$ cat config.mk
export PLATFORM = sky130hd
export DESIGN_NAME = uart_rx
export DESIGN_NICKNAME = d
export VERILOG_FILES = /design/src/rtl/uart_pkg.sv /design/src/rtl/sync_2ff.sv /design/src/rtl/uart_rx.sv
export SDC_FILE = /design/constraint.sdc
export NUM_CORES = 1
export LEC_CHECK = 0
export ABC_CLOCK_PERIOD_IN_PS = 4200
export BUFFER_PORTS_ARGS = -buffer_cell sky130_fd_sc_hd__buf_2
export CORE_UTILIZATION = 55
export DETAILED_ROUTE_END_ITERATION = 8
export GPL_TIMING_DRIVEN = 1
export PLACE_DENSITY = 0.79
export SYNTH_ARGS = -nofsm -noshare
export SYNTH_HDL_FRONTEND = slang
export SYNTH_SLANG_ARGS = --single-unit
export TNS_END_PERCENT = 10
$ cat constraint.sdc
create_clock -name clk -period 4.2 [get_ports clk]
set_clock_uncertainty 0.15 [all_clocks]
set_input_delay 0 -clock clk [delete_from_list [all_inputs] [get_ports clk]]
set_output_delay 0 -clock clk [all_outputs]
set_load 0.1 [all_outputs]
$ cat src/rtl/uart_pkg.sv
// Shared UART configuration for the tx and rx paths.
// Baud constants and 8N1 frame shape live here so both ends agree.
package uart_pkg;

    localparam int unsigned UART_CLK_HZ = 12000000;
    localparam int unsigned UART_BAUD   = 115200;
    localparam int unsigned DATA_BITS   = 8;
    localparam int unsigned STOP_BITS   = 1;

    function automatic int unsigned clks_per_bit(
        input int unsigned clk_hz,
        input int unsigned baud
    );
        return clk_hz / baud;
    endfunction

    localparam int unsigned UART_CLKS_PER_BIT =
        clks_per_bit(UART_CLK_HZ, UART_BAUD);

endpackage

$ cat src/rtl/sync_2ff.sv
// Two-flop synchronizer for asynchronous pin inputs.
// Ports: clk, rst (async high), d_i (raw pin), q_o (synchronized).
// RST_VAL sets both flops on reset so an idle pin never looks active.
module sync_2ff #(
    parameter logic RST_VAL = 1'b0
) (
    input  logic clk,
    input  logic rst,
    input  logic d_i,
    output logic q_o
);

    logic meta_q;
    logic sync_q;

    always_ff @(posedge clk or posedge rst) begin
        if (rst) begin
            meta_q <= RST_VAL;
            sync_q <= RST_VAL;
        end else begin
            meta_q <= d_i;
            sync_q <= meta_q;
        end
    end

    assign q_o = sync_q;

endmodule

$ cat src/rtl/uart_rx.sv
// 8N1 UART receiver, mid-bit sampling, one-cycle byte strobe.
// Ports: clk, rst (async high), rx (pin), rx_byte, rx_valid,
//        rx_frame_err (stop bit low), rx_busy (frame in progress).
module uart_rx
    import uart_pkg::*;
#(
    parameter int unsigned CLK_HZ = UART_CLK_HZ,
    parameter int unsigned BAUD   = UART_BAUD
) (
    input  logic       clk,
    input  logic       rst,
    input  logic       rx,
    output logic [7:0] rx_byte,
    output logic       rx_valid,
    output logic       rx_frame_err,
    output logic       rx_busy
);

    localparam int unsigned CLKS_PER_BIT = clks_per_bit(CLK_HZ, BAUD);
    localparam int unsigned HALF_BIT     = CLKS_PER_BIT / 2;
    localparam int unsigned CW = $clog2(CLKS_PER_BIT) + 1;
    localparam int unsigned IW = $clog2(DATA_BITS);

    localparam logic [CW-1:0] BIT_END  = CW'(CLKS_PER_BIT - 1);
    localparam logic [CW-1:0] HALF_END = CW'(HALF_BIT - 1);
    localparam logic [IW-1:0] LAST_IDX = IW'(DATA_BITS - 1);

    typedef enum logic [2:0] {
        S_IDLE,
        S_START,
        S_DATA,
        S_STOP,
        S_WAIT_HIGH
    } state_t;

    state_t         state_q;
    logic [CW-1:0]  cnt_q;
    logic [IW-1:0]  idx_q;
    logic [7:0]     shift_q;
    logic [7:0]     byte_q;
    logic           valid_q;
    logic           ferr_q;
    logic           busy_q;
    logic           rx_s;

    sync_2ff #(
        .RST_VAL (1'b1)
    ) u_sync (
        .clk (clk),
        .rst (rst),
        .d_i (rx),
        .q_o (rx_s)
    );

    always_ff @(posedge clk or posedge rst) begin
        if (rst) begin
            state_q <= S_IDLE;
            cnt_q   <= '0;
            idx_q   <= '0;
            shift_q <= '0;
            byte_q  <= '0;
            valid_q <= 1'b0;
            ferr_q  <= 1'b0;
            busy_q  <= 1'b0;
        end else begin
            valid_q <= 1'b0;
            ferr_q  <= 1'b0;
            unique case (state_q)
                S_IDLE: begin
                    cnt_q  <= '0;
                    busy_q <= 1'b0;
                    if (!rx_s) begin
                        state_q <= S_START;
                        busy_q  <= 1'b1;
                    end
                end
                S_START: begin
                    if (cnt_q == HALF_END) begin
                        cnt_q <= '0;
                        idx_q <= '0;
                        // High at start mid-point means it was a glitch.
                        if (rx_s) begin
                            state_q <= S_IDLE;
                            busy_q  <= 1'b0;
                        end else begin
                            state_q <= S_DATA;
                        end
                    end else begin
                        cnt_q <= cnt_q + 1'b1;
                    end
                end
                S_DATA: begin
                    if (cnt_q == BIT_END) begin
                        cnt_q          <= '0;
                        shift_q[idx_q] <= rx_s;
                        idx_q          <= idx_q + 1'b1;
                        if (idx_q == LAST_IDX) begin
                            state_q <= S_STOP;
                        end
                    end else begin
                        cnt_q <= cnt_q + 1'b1;
                    end
                end
                S_STOP: begin
                    if (cnt_q == BIT_END) begin
                        cnt_q <= '0;
                        if (rx_s) begin
                            byte_q  <= shift_q;
                            valid_q <= 1'b1;
                            state_q <= S_IDLE;
                            busy_q  <= 1'b0;
                        end else begin
                            ferr_q  <= 1'b1;
                            state_q <= S_WAIT_HIGH;
                        end
                    end else begin
                        cnt_q <= cnt_q + 1'b1;
                    end
                end
                S_WAIT_HIGH: begin
                    // Hold off until the line idles so a break
                    // cannot retrigger a stream of frames.
                    if (rx_s) begin
                        state_q <= S_IDLE;
                        busy_q  <= 1'b0;
                    end
                end
                default: begin
                    state_q <= S_IDLE;
                    busy_q  <= 1'b0;
                end
            endcase
        end
    end

    assign rx_byte      = byte_q;
    assign rx_valid     = valid_q;
    assign rx_frame_err = ferr_q;
    assign rx_busy      = busy_q;

endmodule

* Word level (Yosys, flattened, before mapping) *
Cells that the tools add are included.

storage, ports and cells
  register bits after elaboration = 35
  output and inout bits = 11

operators by class
  reductions and logical operators = 10
  bitwise logic cells = 1
  add/sub/neg operators = 2
  $lt $le $gt $ge = 2
  eq/ne operators = 13
  mux-type cells = 28

operators by type and width
  cell                                                                          count
  3-bit two-way mux                                                             9
  8-bit one-hot mux with 3 select lines                                         1
  8-bit two-way mux                                                             2
  3-bit one-hot mux with 5 select lines                                         1
  1-bit two-way mux                                                             10
  2-bit inequality test, second input constant                                  5
  3-bit AND reduction                                                           3
  8-bit by 1-bit adder with 8-bit output, second input constant                 1
  8-bit bitwise mux                                                             1
  8-bit by 6-bit equality test with 1-bit output, second input constant         1
  8-bit by 7-bit equality test with 1-bit output, second input constant         1
  3-bit by 2-bit equality test with 1-bit output, second input constant         2
  3-bit equality test, second input constant                                    2
  3-bit one-hot mux with 2 select lines                                         1
  6-bit AND reduction                                                           1
  1-bit one-hot mux with 5 select lines                                         1
  3-bit by 4-bit less-than comparator with 1-bit output, second input constant  1
  3-bit by 1-bit adder with 3-bit output, second input constant                 1
  1-bit demux with 3-bit select                                                 1
  3-bit by 1-bit equality test with 1-bit output, second input constant         1
  3-bit by 1-bit >= comparator with 1-bit output, second input constant         1
  3-bit zero test                                                               1
  3-bit nonzero test                                                            1
  2-bit two-way mux                                                             1
  other kinds (6)                                                               6

* Longest topological paths before layout *
Gate-level depths: netlist of run 1.

  word-level depth = 5
  mapped depth = 6
  mapped depth without buffers = 5

* By module *
From an unflattened synthesis of run 1, not the netlist that was laid out.

second synthesis, totals
  cell total of the unflattened synthesis = 152
  area, all modules = 1734.2 um^2

by module, submodules not included
  module    instances  sequential area each (um^2)  area an instance (um^2)  cells an instance
  uart_rx   1          825.8                        1677.9                   149
  sync_2ff  1          52.6                         56.3                     3

* Worst setup path after synthesis of run 1 *
No wires, ideal clock.

  path kind = register -> register
  start = register cnt_q[0]
  end = register byte_q[0], in the netlist rx_byte[0]
  path slack = 2305 ps
  buffers on the path = 1
  arrival = 1619 ps
  library setup time = 126 ps
  stages on the path, launching flop included = 7
  required time = 3924 ps
  cells stage by stage = dfrtp_1 > ha_1 > and4bb_4 > and2_4 > and3_4 > buf_12 > mux2_4

on the way
  word-level cells in the longest chain between the ends = 2

ends and longest elaborated chain
  item                                            RTL line        text
  start: declaration                              uart_rx.sv:37   logic [CW-1:0] cnt_q;
  start signal: assignment                        uart_rx.sv:89   cnt_q <= cnt_q + 1'b1;
  start signal: assignment                        uart_rx.sv:101  cnt_q <= cnt_q + 1'b1;
  start signal: assignment                        uart_rx.sv:117  cnt_q <= cnt_q + 1'b1;
  8-bit by 7-bit equality test with 1-bit output  uart_rx.sv:105  if (cnt_q == BIT_END) begin
  3-bit AND reduction (no source line)            --
  end signal: assignment                          uart_rx.sv:108  byte_q <= shift_q;
  end: declaration                                uart_rx.sv:40   logic [7:0] byte_q;

Every way passes these cells.
A chain may end at the register's enable or synchronous reset.

* Worst setup path after layout of run 1 *
  start = register cnt_q[0]
  end = register byte_q[3], in the netlist rx_byte[3]

Same word-level chain as after synthesis.

==> results of run 1 <==
power breakdown:
group | leakage [nW] | total (mW) | internal, mW | switching (mW)
combinational | 0.388 | 0.00933 | 0.00271 | 0.00662
clock | 0.0386 | 0.201 | 0.0984 | 0.103
sequential | 0.462 | 0.340 | 0.339 | 0.00190
how the worst max path moves through the flow:
stage	startpoint	to	slack (ns)	cells after the start
4_1_cts	cnt_q[0]	shift_q[2]	2.16	5
5_1_grt	cnt_q[0]	shift_q[2]	2.06	5
2_1_floorplan	cnt_q[0]	rx_byte[0]	2.30	6
3_5_place_dp	cnt_q[0]	shift_q[2]	2.18	5
6_report	cnt_q[0]	rx_byte[3]	2.15	5
3_3_place_gp	cnt_q[0]	rx_byte[2]	2.27	5
logic make-up after synthesis:
group / count (synthesis) / synth area share
buf+inv: 11 / 0.0344
flops: 35 / 0.525
fa+ha+maj: 4 / 0.0284
simple gates: 52 / 0.189
xor+xnor: 4 / 0.0210
compound gates: 15 / 0.0621
mux: 18 / 0.139
timing repair:
action / CTS / global route
setup buffers: 0 / 0
hold buffers: 2 / 0
endpoints found under the hold margin: 15 / 0
stage by stage:
step | worst slack [ns] | instance area, sq um | hold WS, ns | std cells
final | 2.15 | 1830 | 0.0874 | 187
after detailed placement | 2.18 | 1740 | -0.0757 | 177
after CTS | 2.16 | 1830 | 0.105 | 187
after floorplan | 2.30 | 1670 | -0.146 | 139
after global routing | 2.06 | 1830 | 0.131 | 187
after global placement | 2.27 | 1740 | -0.0794 | 177
cells in the mapped netlist, drive strengths merged, types with 3 or more instances:
cell type  count  area (sq um)
nor3           5          25.0
mux2          18           233
inv            4          15.0
nand2          9          36.3
o21ai          5          28.8
nor4           3          18.8
nand3          7          35.0
ha             3          37.5
dfrtp         33           826
clkbuf         6          22.5
nor2          14          52.6
xor2           3          26.3
nor4b          3          45.0
worst min-delay path: stages:
cell	delay, ns
dlygate4sd3_1	0.53
buf_2	0.12
inv_1	0.40
layer usage:
layer,global-route usage,up-vias,part of all wire
li1,-,532,-
met1,0.270,544,0.48
met2,0.306,24,0.47
met3,0.0567,7,0.034
met4,0.0976,0,0.019
met5,0,-,0
area by class of cell:
class	count	area, sq um
flip-flops and latches	35	878
multi-input cells	93	736
repair buffers	16	92.6
inverters	4	15.0
well taps	31	38.8
fillers	220	1000
clock buffers	8	68.8
registers in the layout (all words and copies together) (netlist names):
name,count
state_q,3
rx_valid,1
shift_q,8
rx_byte,8
u_sync.meta_q,1
u_sync.q_o,1
rx_busy,1
idx_q,3
cnt_q,8
rx_frame_err,1
==> summary.md, run 1 <==
| Metric | Value |
|---|---|
| Status | finished with violations |
| Violated checks | DRC |
| Die Height | 57.1 microns |
| Antenna violations before repair | 0 |
| Bufs and invs on worst path | 0 |
| Clock tree buffer depth | 2 |
| Max Cap Viol | 0 |
| Predominant post-synthesis flop cell | dfrtp_1 |
| Die ar. | approximately 0.0033 sq mm |
| Routed wire length | 2860 microns |
| CTS tree | done |
| Worst-path clk slew | around 0.10 ns |
| Layout cells sized above 1 | 0.269 |
| Worst VDD drop | 0.182 mV |
| Sequential element share of the synthesized area | 0.525 |
| Nets@finish | 161 |
| Total Power | about 0.55 mW |
| Async SR Flop Fraction | 1.00 |
| RSZ-0062 raised after global routing | no |
| Critical Path Fanout Max | 9 |
| Vias per cell | 5.92 |
| Vias in the first global route | 1118 |
| Number of H-tree levels | 2 |
| Slowest-stage cell, CP | dfrtp_1 |
| Startpoint Class | flip-flop |
| Post-route DRC | 2 |
| Latest clock arrival within the worst-skew pair | 0.34 ns |
| Antenna cells | 0 |
| Synth Register Bits | 35 |
| LEAKAGE | 0.888 nW |
| DRT iter0 DRCs | 18 |
| Global-route wire length before repair | around 5000 microns |
| Final setup vio count | 0 |
| CP Cell Sequence | ha_1, and4bb_4, and2_4, and3_4, mux2_4 |
| Max-slew violations | 0 |
| Clk sinks | 35 |
| Antenna-violating nets left | 0 |
| Mapped Nets | around 150 |
| Tot GR Track Use | 0.202 |
| Avg WL per Cell | 15.3 microns |
| Pwr Density | 301 mW/mm^2 |
| Fin util | 0.647 |
| Core footprint | between 0.002 and 0.003 sq mm |
| Post-CTS Resized | 0 |
| Mapped Area | approximately 0.0017 sq mm |
| Vias | about 1100 |
| CP endpoint kind | flip-flop |
| Starting density of the core | 0.591 |
| Commonest cells after routing, fill and taps aside | dfrtp_1 (33), nor2_1 (14), buf_2 (13) |
| Cell variety after synth | 39 |
| Critical Path AT | 2.12 ns |
| R2R depth | 5 |
| Area growth, synth to finish | 9.43% |
| YS warnings | 0 |
| Measured slew at the worst slew-check pin | 0.582 ns |
| Die width | 57.1 microns |
| Post-synth EDFFs | 0 |
| Clk Tree Root Cell | clkbuf_4 |
| Row count | 19 |
| Crit-path leading delay family | simple AND/OR/NAND/NOR gates |
| Final hold viol count | 0 |
| I/O pin total | 14 |
| CP required | between 4 and 5 ns |
| R2R Setup Slk | 2.15 ns |
| Syn Inst Count | 139 |
| Tmin final | 2.05 ns |
| Detailed Routing Iterations Pass 1 | 6 |
| I/O Buffers | 13 |
| DP HPWL | ~2100 microns |
| Rel. slew slack | 0.612 |
| Worst reg2reg path startpoint | cnt_q[0] |
| Syn avg cell area | 12.0 sq um |
| R2r endpoint | rx_byte[3] |
| CTS Buf Count | 5 |
| GPL Wtd Cong | 0.813 |
| Commonest non-fill, non-tap cell in the layout | dfrtp_1 |
| Hold Crit Class | in2async |
| CP Class | reg2reg |
| Sum of negative setup slack | 0 ns |
| Largest net degree at the start of global routing | 22 |
| Slowest stage delay, CP | approximately 0.4 ns |
| FMAX | about 0.49 GHz |
| Gr ovfl total | 0 |
| Fin crit share | 0.487 |
Note: power is estimated with default switching activity, not from simulation.
==> run 2, diff against run 1 <==
--- a/config.mk
+++ b/config.mk
@@ -5,7 +5,7 @@
 export SDC_FILE = /design/constraint.sdc
 export NUM_CORES = 1
 export LEC_CHECK = 0
-export ABC_CLOCK_PERIOD_IN_PS = 4200
+export ABC_CLOCK_PERIOD_IN_PS = 2100
 export BUFFER_PORTS_ARGS = -buffer_cell sky130_fd_sc_hd__buf_2
 export CORE_UTILIZATION = 55
 export DETAILED_ROUTE_END_ITERATION = 8
==> constraint.sdc (replaced) <==
create_clock -name clk -period 2.1 [get_ports clk]
set_clock_uncertainty 0.15 [all_clocks]
set_input_delay 0 -clock clk [delete_from_list [all_inputs] [get_ports clk]]
set_output_delay 0 -clock clk [all_outputs]
set_load 0.1 [all_outputs]
==> run 2 against run 1 <==
  * The run still ends with DRC left
  * Combinational power increased by 120%
  * Hold slack improved by 0.015 ns
  * Wire length up 1.8%
  * Die area is the same
  * Sequential share of layout area shrank 0.81 points
  * Global-route usage grew 1.0 points
  * Non-clock buffer count up 2
  * Sequential power increased by 100%
  * Count of clock-buffer cells in the layout fell by 3
  * Sequential cell count did not move
  * Setup slack lost 2.1 ns
  * Highest routed layer unchanged
==> summary.md, run 2 (synthesis gave the netlist of run 1 again) <==
| Metric | Value |
|---|---|
| Row count | 19 (unchanged) |
| Clock tree buffer depth | 2 (unchanged) |
| Status | finished with violations |
| Placed cell area | 0.00176 sq mm (+0.86%) |
| Clk sinks | 35 (unchanged) |
| Starting density of the core | 0.591 (unchanged) |
| Switching share of power | 0.218 (+0.0158) |
| Pwr Density | 646 mW/mm^2 (+110%) |
| Dpl cells | 179 (+1.1%) |
| Post-route DRC | 2 (unchanged) |
| Startpoint Class | flip-flop |
| Hold_buf cts | 2 (unchanged) |
| Die ar. | 0.00326 sq mm (unchanged) |
| Clk Tree Root Cell | clkbuf_4 |
| I/O Buffers | 13 (unchanged) |
| Measured slew at the worst slew-check pin | 0.623 ns (+0.0412 ns) |
| Finished Layout Cells | 189 (+1.1%) |
| Antenna-violating nets left | 0 (unchanged) |
| Fin worst setup slack | 0.0750 ns (-2.08 ns) |
| Post-CTS Resized | 0 (unchanged) |
| Worst VDD drop | 0.525 mV (+190%) |
| Nets@finish | 163 (+1.2%) |
| Post-CTS setup buffer count | 0 (unchanged) |
| Fin util | 0.658 (+0.0111) |
| CP endpoint kind | flip-flop |
| Vias in the first global route | 1154 (+3.2%) |
| Vias per cell | 5.93 (+0.10%) |
| Critical Path AT | 2.11 ns (about the same) |
| Commonest non-fill, non-tap cell in the layout | dfrtp_1 |
| R2R depth | 5 (unchanged) |
| Largest net degree at the start of global routing | 18 (-18%) |
| Clock power frac | 0.416 (+0.051) |
| Antenna cells | 0 (unchanged) |
| Critical Path Fanout Max | 7 (-2) |
| Worst-path clk slew | 0.12 ns (+0.02 ns) |
| Core footprint | 0.00283 sq mm (unchanged) |
| Fin crit share | 0.964 (+0.477) |
| Max-slew violations | 0 (unchanged) |
| GPL Wtd Cong | 0.842 (+3.6%) |
| Max Cap Viol | 0 (unchanged) |
| Layout cells sized above 1 | 0.285 (+0.0156) |
| Vias | 1120 (+1.2%) |
| DRT iter0 DRCs | 50 (+32) |
| Detailed Routing Iterations Pass 1 | 6 (unchanged) |
| Antenna violations before repair | 0 (unchanged) |
| DP HPWL | 2120 microns (+2.4%) |
| Worst setup endpoint | shift_q[2] |
| Sum of negative setup slack | 0 ns (unchanged) |
| Tot GR Track Use | 0.212 (+0.0102) |
| Die width | 57.1 microns (unchanged) |
| R2r endpoint | shift_q[2] |
| Worst reg2reg path startpoint | cnt_q[0] |
| Final hold viol count | 0 (unchanged) |
| Routed wire length | 2910 microns (+1.8%) |
| CP required | 2.19 ns (-2.08 ns) |
| I/O pin total | 14 (unchanged) |
| Number of H-tree levels | 2 (unchanged) |
| Int Pwr | 0.940 mW (+110%) |
| Power share of the combinational group | 0.017 (about the same) |
| Latest clock arrival within the worst-skew pair | 0.35 ns (about the same) |
| Violated checks | DRC |
| Reg power frac | 0.567 (-0.051) |
| CTS tree | done |
| Area growth, synth to finish | 11.3% |
| LEAKAGE | 0.906 nW (+2.0%) |
| Gr ovfl total | 0 (unchanged) |
| Tmin final | 2.02 ns (-0.0212 ns) |
| Global-route wire length before repair | 5130 microns (+3.1%) |
| Rel. slew slack | 0.584 (-0.0279) |
| RSZ-0062 raised after global routing | no |
| Avg WL per Cell | 15.4 microns (+0.70%) |
| Die Height | 57.1 microns (unchanged) |
| CP Class | reg2reg |
| Switching power | 0.262 mW (+140%) |
| CTS Buf Count | 5 (unchanged) |
| Design area | 0.00186 sq mm (+1.7%) |
| FMAX | 0.494 GHz (+1.0%) |
| Final setup vio count | 0 (unchanged) |
| Pre-CTS setup slack | 0.102 ns (-2.08 ns) |
| Hold Crit Class | in2async |
| Worst Setup SP | cnt_q[0] |
| Commonest cells after routing, fill and taps aside | dfrtp_1 (33), nor2_1 (14), buf_2 (13) |
| R2R Setup Slk | 0.08 ns (-2.08 ns) |
-- run 2: cell types whose count changed in the layout (fill, tap and decap cells not counted) --
| cell | before | now |
|---|---|---|
| buf_4 | 1 | 3 |
| bufinv_16 | 0 | 1 |
| clkbuf_1 | 1 | 0 |
| clkbuf_8 | 2 | 0 |
| clkinv_4 | 0 | 1 |
| inv_6 | 0 | 1 |
-- run 2: power by group through the flow --
stage	clock [mW]	combinational, mW	sequential [mW]
after global routing	0.545	0.0240	0.682
final	0.500	0.0206	0.681
after floorplan	0	0.0125	0.691
after CTS	0.508	0.0220	0.681
after global placement	0	0.0184	0.694
after detailed placement	0	0.0189	0.694
-- run 2: worst min path at each step --
stage,cells past startpoint,endpoint
final,3,rx_byte[6]
after global routing,3,rx_byte[6]
after CTS,3,rx_byte[6]
after detailed placement,2,rx_byte[6]
after global placement,2,rx_frame_err
after floorplan,0,u_sync.meta_q
-- run 2: critical path, stage by stage, from the launching register on --
cell and delay [ns]:
dfrtp_1 0.41, ha_1 0.26, and4bb_4 0.30, nand2_2 0.12
nor4_1 0.32, mux2_1 0.37
-- run 2: per-layer routing --
layer,share of wire,GRT usage
met4,0.013,0.0697
met1,0.45,0.270
met5,0,0
met2,0.48,0.345
met3,0.048,0.0703
-- run 2: final cells by class --
type | count | area (sq um)
timing repair buffer | 18 | 108
multi-input combinational | 93 | 736
tap | 31 | 38.8
clock buffer | 5 | 37.5
sequential | 35 | 878
fill | 202 | 968
clock inverter | 3 | 47.5
inverter | 4 | 15.0
-- run 2: through the flow --
| step | power (mW) | hold WS [ns] |
|---|---|---|
| floorplan | 0.704 | -0.146 |
| global placement | 0.712 | -0.0493 |
| detailed placement | 0.713 | -0.0479 |
| CTS | 1.21 | 0.126 |
| global route | 1.25 | 0.117 |
| finish | 1.20 | 0.102 |
==> run 3, diff against run 2 <==
--- a/config.mk
+++ b/config.mk
@@ -9,8 +9,8 @@
 export BUFFER_PORTS_ARGS = -buffer_cell sky130_fd_sc_hd__buf_2
 export CORE_UTILIZATION = 55
 export DETAILED_ROUTE_END_ITERATION = 8
-export GPL_TIMING_DRIVEN = 1
-export PLACE_DENSITY = 0.79
+export GPL_TIMING_DRIVEN = 0
+export PLACE_DENSITY = 0.74
 export SYNTH_ARGS = -nofsm -noshare
 export SYNTH_HDL_FRONTEND = slang
 export SYNTH_SLANG_ARGS = --single-unit
==> run 3 against run 2 <==
  * The flow still finishes with violations (DRC)
  * Sequential cell count is the same
  * Die area unchanged
  * Register-to-register slack better by 0.03 ns
  * Hold slack better by 0.058 ns
  * Sequential share of layout area down 0.095 points
  * Critical path depth is 1 higher
  * Count of clock-buffer cells in the layout is 2 higher
  * Global-route usage down 0.56 points
  * Design area increased by 0.20%
  * Critical path type unchanged
  * Highest routed layer unchanged
==> summary.md, run 3 (synthesis gave the netlist of run 1 again) <==
| Metric | Value |
|---|---|
| Detailed Routing Iterations Pass 1 | 6 (unchanged) |
| Clk sinks | 35 (unchanged) |
| RSZ-0062 raised after global routing | no |
| Layout cells sized above 1 | 0.272 (-0.0132) |
| FILL cells | 229 (+13%) |
| Finished Layout Cells | 193 (+2.1%) |
| Violated checks | DRC |
| Placed cell area | 0.00178 sq mm (+1.1%) |
| Antenna cells | 0 (unchanged) |
| Die ar. | 0.00326 sq mm (unchanged) |
| Worst-path clk slew | 0.10 ns (-0.02 ns) |
| CP Class | reg2reg |
| Clk Tree Root Cell | clkbuf_4 |
| I/O Buffers | 13 (unchanged) |
| I/O pin total | 14 (unchanged) |
| Worst VDD drop | 0.366 mV (-30%) |
| WP depth | 6 (+1) |
| Worst reg2reg path startpoint | cnt_q[1] |
| LEAKAGE | 0.885 nW (-2.2%) |
| Global-route wire length before repair | 5010 microns (-2.3%) |
| Fin worst setup slack | 0.107 ns (+0.0318 ns) |
| Vias per cell | 5.87 (-0.94%) |
| Row count | 19 (unchanged) |
| Die width | 57.1 microns (unchanged) |
| DRT iter0 DRCs | 36 (-28%) |
| Nets@finish | 167 (+2.5%) |
| Multi-input logic area | 754 sq um (+2.6%) |
| Crit-path leading delay family | simple AND/OR/NAND/NOR gates |
| CTS tree | done |
| Vias | 1133 (+1.2%) |
| Antenna-violating nets left | 0 (unchanged) |
| Measured slew at the worst slew-check pin | 0.699 ns (+0.0759 ns) |
| Slowest stage delay, CP | 0.45 ns (+0.04 ns) |
| Hold_ws | 0.161 ns (+0.0585 ns) |
| Tmin final | 1.99 ns (-0.0318 ns) |
| Pwr Density | 558 mW/mm^2 (-14%) |
| Slowest-stage cell, CP | dfrtp_1 |
| Design area | 0.00186 sq mm (+0.20%) |
| Clock tree buffer depth | 2 (unchanged) |
| Die Height | 57.1 microns (unchanged) |
| Largest net degree at the start of global routing | 36 (+18) |
| Routed wire length | 2810 microns (-3.6%) |
| Number of H-tree levels | 2 (unchanged) |
| Status | finished with violations |
| Final hold viol count | 0 (unchanged) |
| R2r endpoint | rx_byte[3] |
| Vias in the first global route | 1124 (-2.6%) |
| Avg WL per Cell | 14.6 microns (-5.6%) |
| Sum of negative setup slack | 0 ns (unchanged) |
| Int Pwr | 0.812 mW (-14%) |
| Startpoint Class | flip-flop |
| R2R depth | 6 (+1) |
| Latest clock arrival within the worst-skew pair | 0.33 ns (-0.02 ns) |
| R2R Setup Slk | 0.11 ns (+0.03 ns) |
| Post-route DRC | 2 (unchanged) |
| Core footprint | 0.00283 sq mm (unchanged) |
| Hold Crit Class | in2async |
| GPL Wtd Cong | 0.819 (-2.8%) |
| DP HPWL | 2030 microns (-4.2%) |
| Starting density of the core | 0.591 (unchanged) |
| Reg area | 878 sq um (unchanged) |
| Total Power | 1.04 mW (-14%) |
| Reg power frac | 0.653 (+0.086) |
| Commonest non-fill, non-tap cell in the layout | dfrtp_1 |
| Tot GR Track Use | 0.207 (-0.00558) |
| Pre-CTS setup slack | 0.0459 ns (-0.0563 ns) |
| Max Cap Viol | 0 (unchanged) |
| Clock power frac | 0.327 (-0.089) |
| Critical Path AT | 2.06 ns (-0.05 ns) |
| CP Cell Sequence | ha_4, and4bb_4, and2_4, and3_4, buf_12, mux2_4 |
| Critical Path Fanout Max | 9 (+2) |
| CTS Buf Count | 5 (unchanged) |
| FMAX | 0.502 GHz (+1.6%) |
| Commonest cells after routing, fill and taps aside | dfrtp_1 (33), nor2_1 (14), buf_2 (13) |
| Dpl cells | 183 (+2.2%) |
| Fin util | 0.659 (+0.00133) |
| Bufs and invs on worst path | 1 (+1) |
| Antenna violations before repair | 0 (unchanged) |
| Final setup vio count | 0 (unchanged) |
| Fin crit share | 0.949 (-0.0152) |
| Gr ovfl total | 0 (unchanged) |
| Max-slew violations | 0 (unchanged) |
| Rel. slew slack | 0.533 (-0.0508) |
| CP required | 2.17 ns (-0.02 ns) |
| CP endpoint kind | flip-flop |
| Switching share of power | 0.219 (+0.000889) |
| Switching power | 0.227 mW (-13%) |
| Power share of the combinational group | 0.020 (+0.003) |
| Area growth, synth to finish | 11.5% |
[run 3: power by group through the flow]
stage                     Combinational, mW  Sequential [mW]  Clock, mW
after floorplan                      0.0125            0.691          0
after global placement               0.0184            0.692          0
after detailed placement             0.0192            0.692          0
after CTS                            0.0221            0.679      0.353
after global routing                 0.0248            0.679      0.383
final                                0.0209            0.679      0.340
[run 3: timing repair]
| item | CTS | global route |
|---|---|---|
| hold buffers | 2 | 0 |
| hold endpoints to repair | 34 | 0 |
| buffers inserted | 0 | 0 |
| gates resized for setup | 0 | 3 |
| endpoints found under the setup margin | 0 | 10 |
[run 3: metal layers]
metal	GRT usage	part of all wire
met1	0.279	0.48
met2	0.324	0.47
met3	0.0476	0.027
met4	0.0836	0.017
met5	0	0
[run 3: worst max path at each step]
stage	slack, ns	start	end
after global routing	0.03	cnt_q[0]	rx_byte[3]
final	0.11	cnt_q[1]	rx_byte[3]
after detailed placement	0.05	cnt_q[0]	shift_q[2]
after CTS	0.03	cnt_q[0]	shift_q[2]
after global placement	0.1	cnt_q[0]	rx_byte[3]
after floorplan	0.20	cnt_q[0]	rx_byte[0]
[run 3: cell type report]
| class | instances | share of cell area |
|---|---|---|
| inverters | 4 | 0.00805 |
| clock buffers | 7 | 0.0242 |
| flip-flops and latches | 35 | 0.471 |
| well taps | 31 | 0.0208 |
| clock inverters | 1 | 0.00268 |
| repair buffers | 15 | 0.0456 |
| plain buffers | 7 | 0.0228 |
| multi-input cells | 93 | 0.405 |
[run 3: worst register-to-register path, delay by kind of cell, from the launching register on]
family,cells,cell delay (ns)
flip-flops,1,0.45
multiplexers,1,0.30
adder cells (fa/ha/maj),1,0.19
buffers and inverters,1,0.13
AND/OR/NAND/NOR,3,0.66
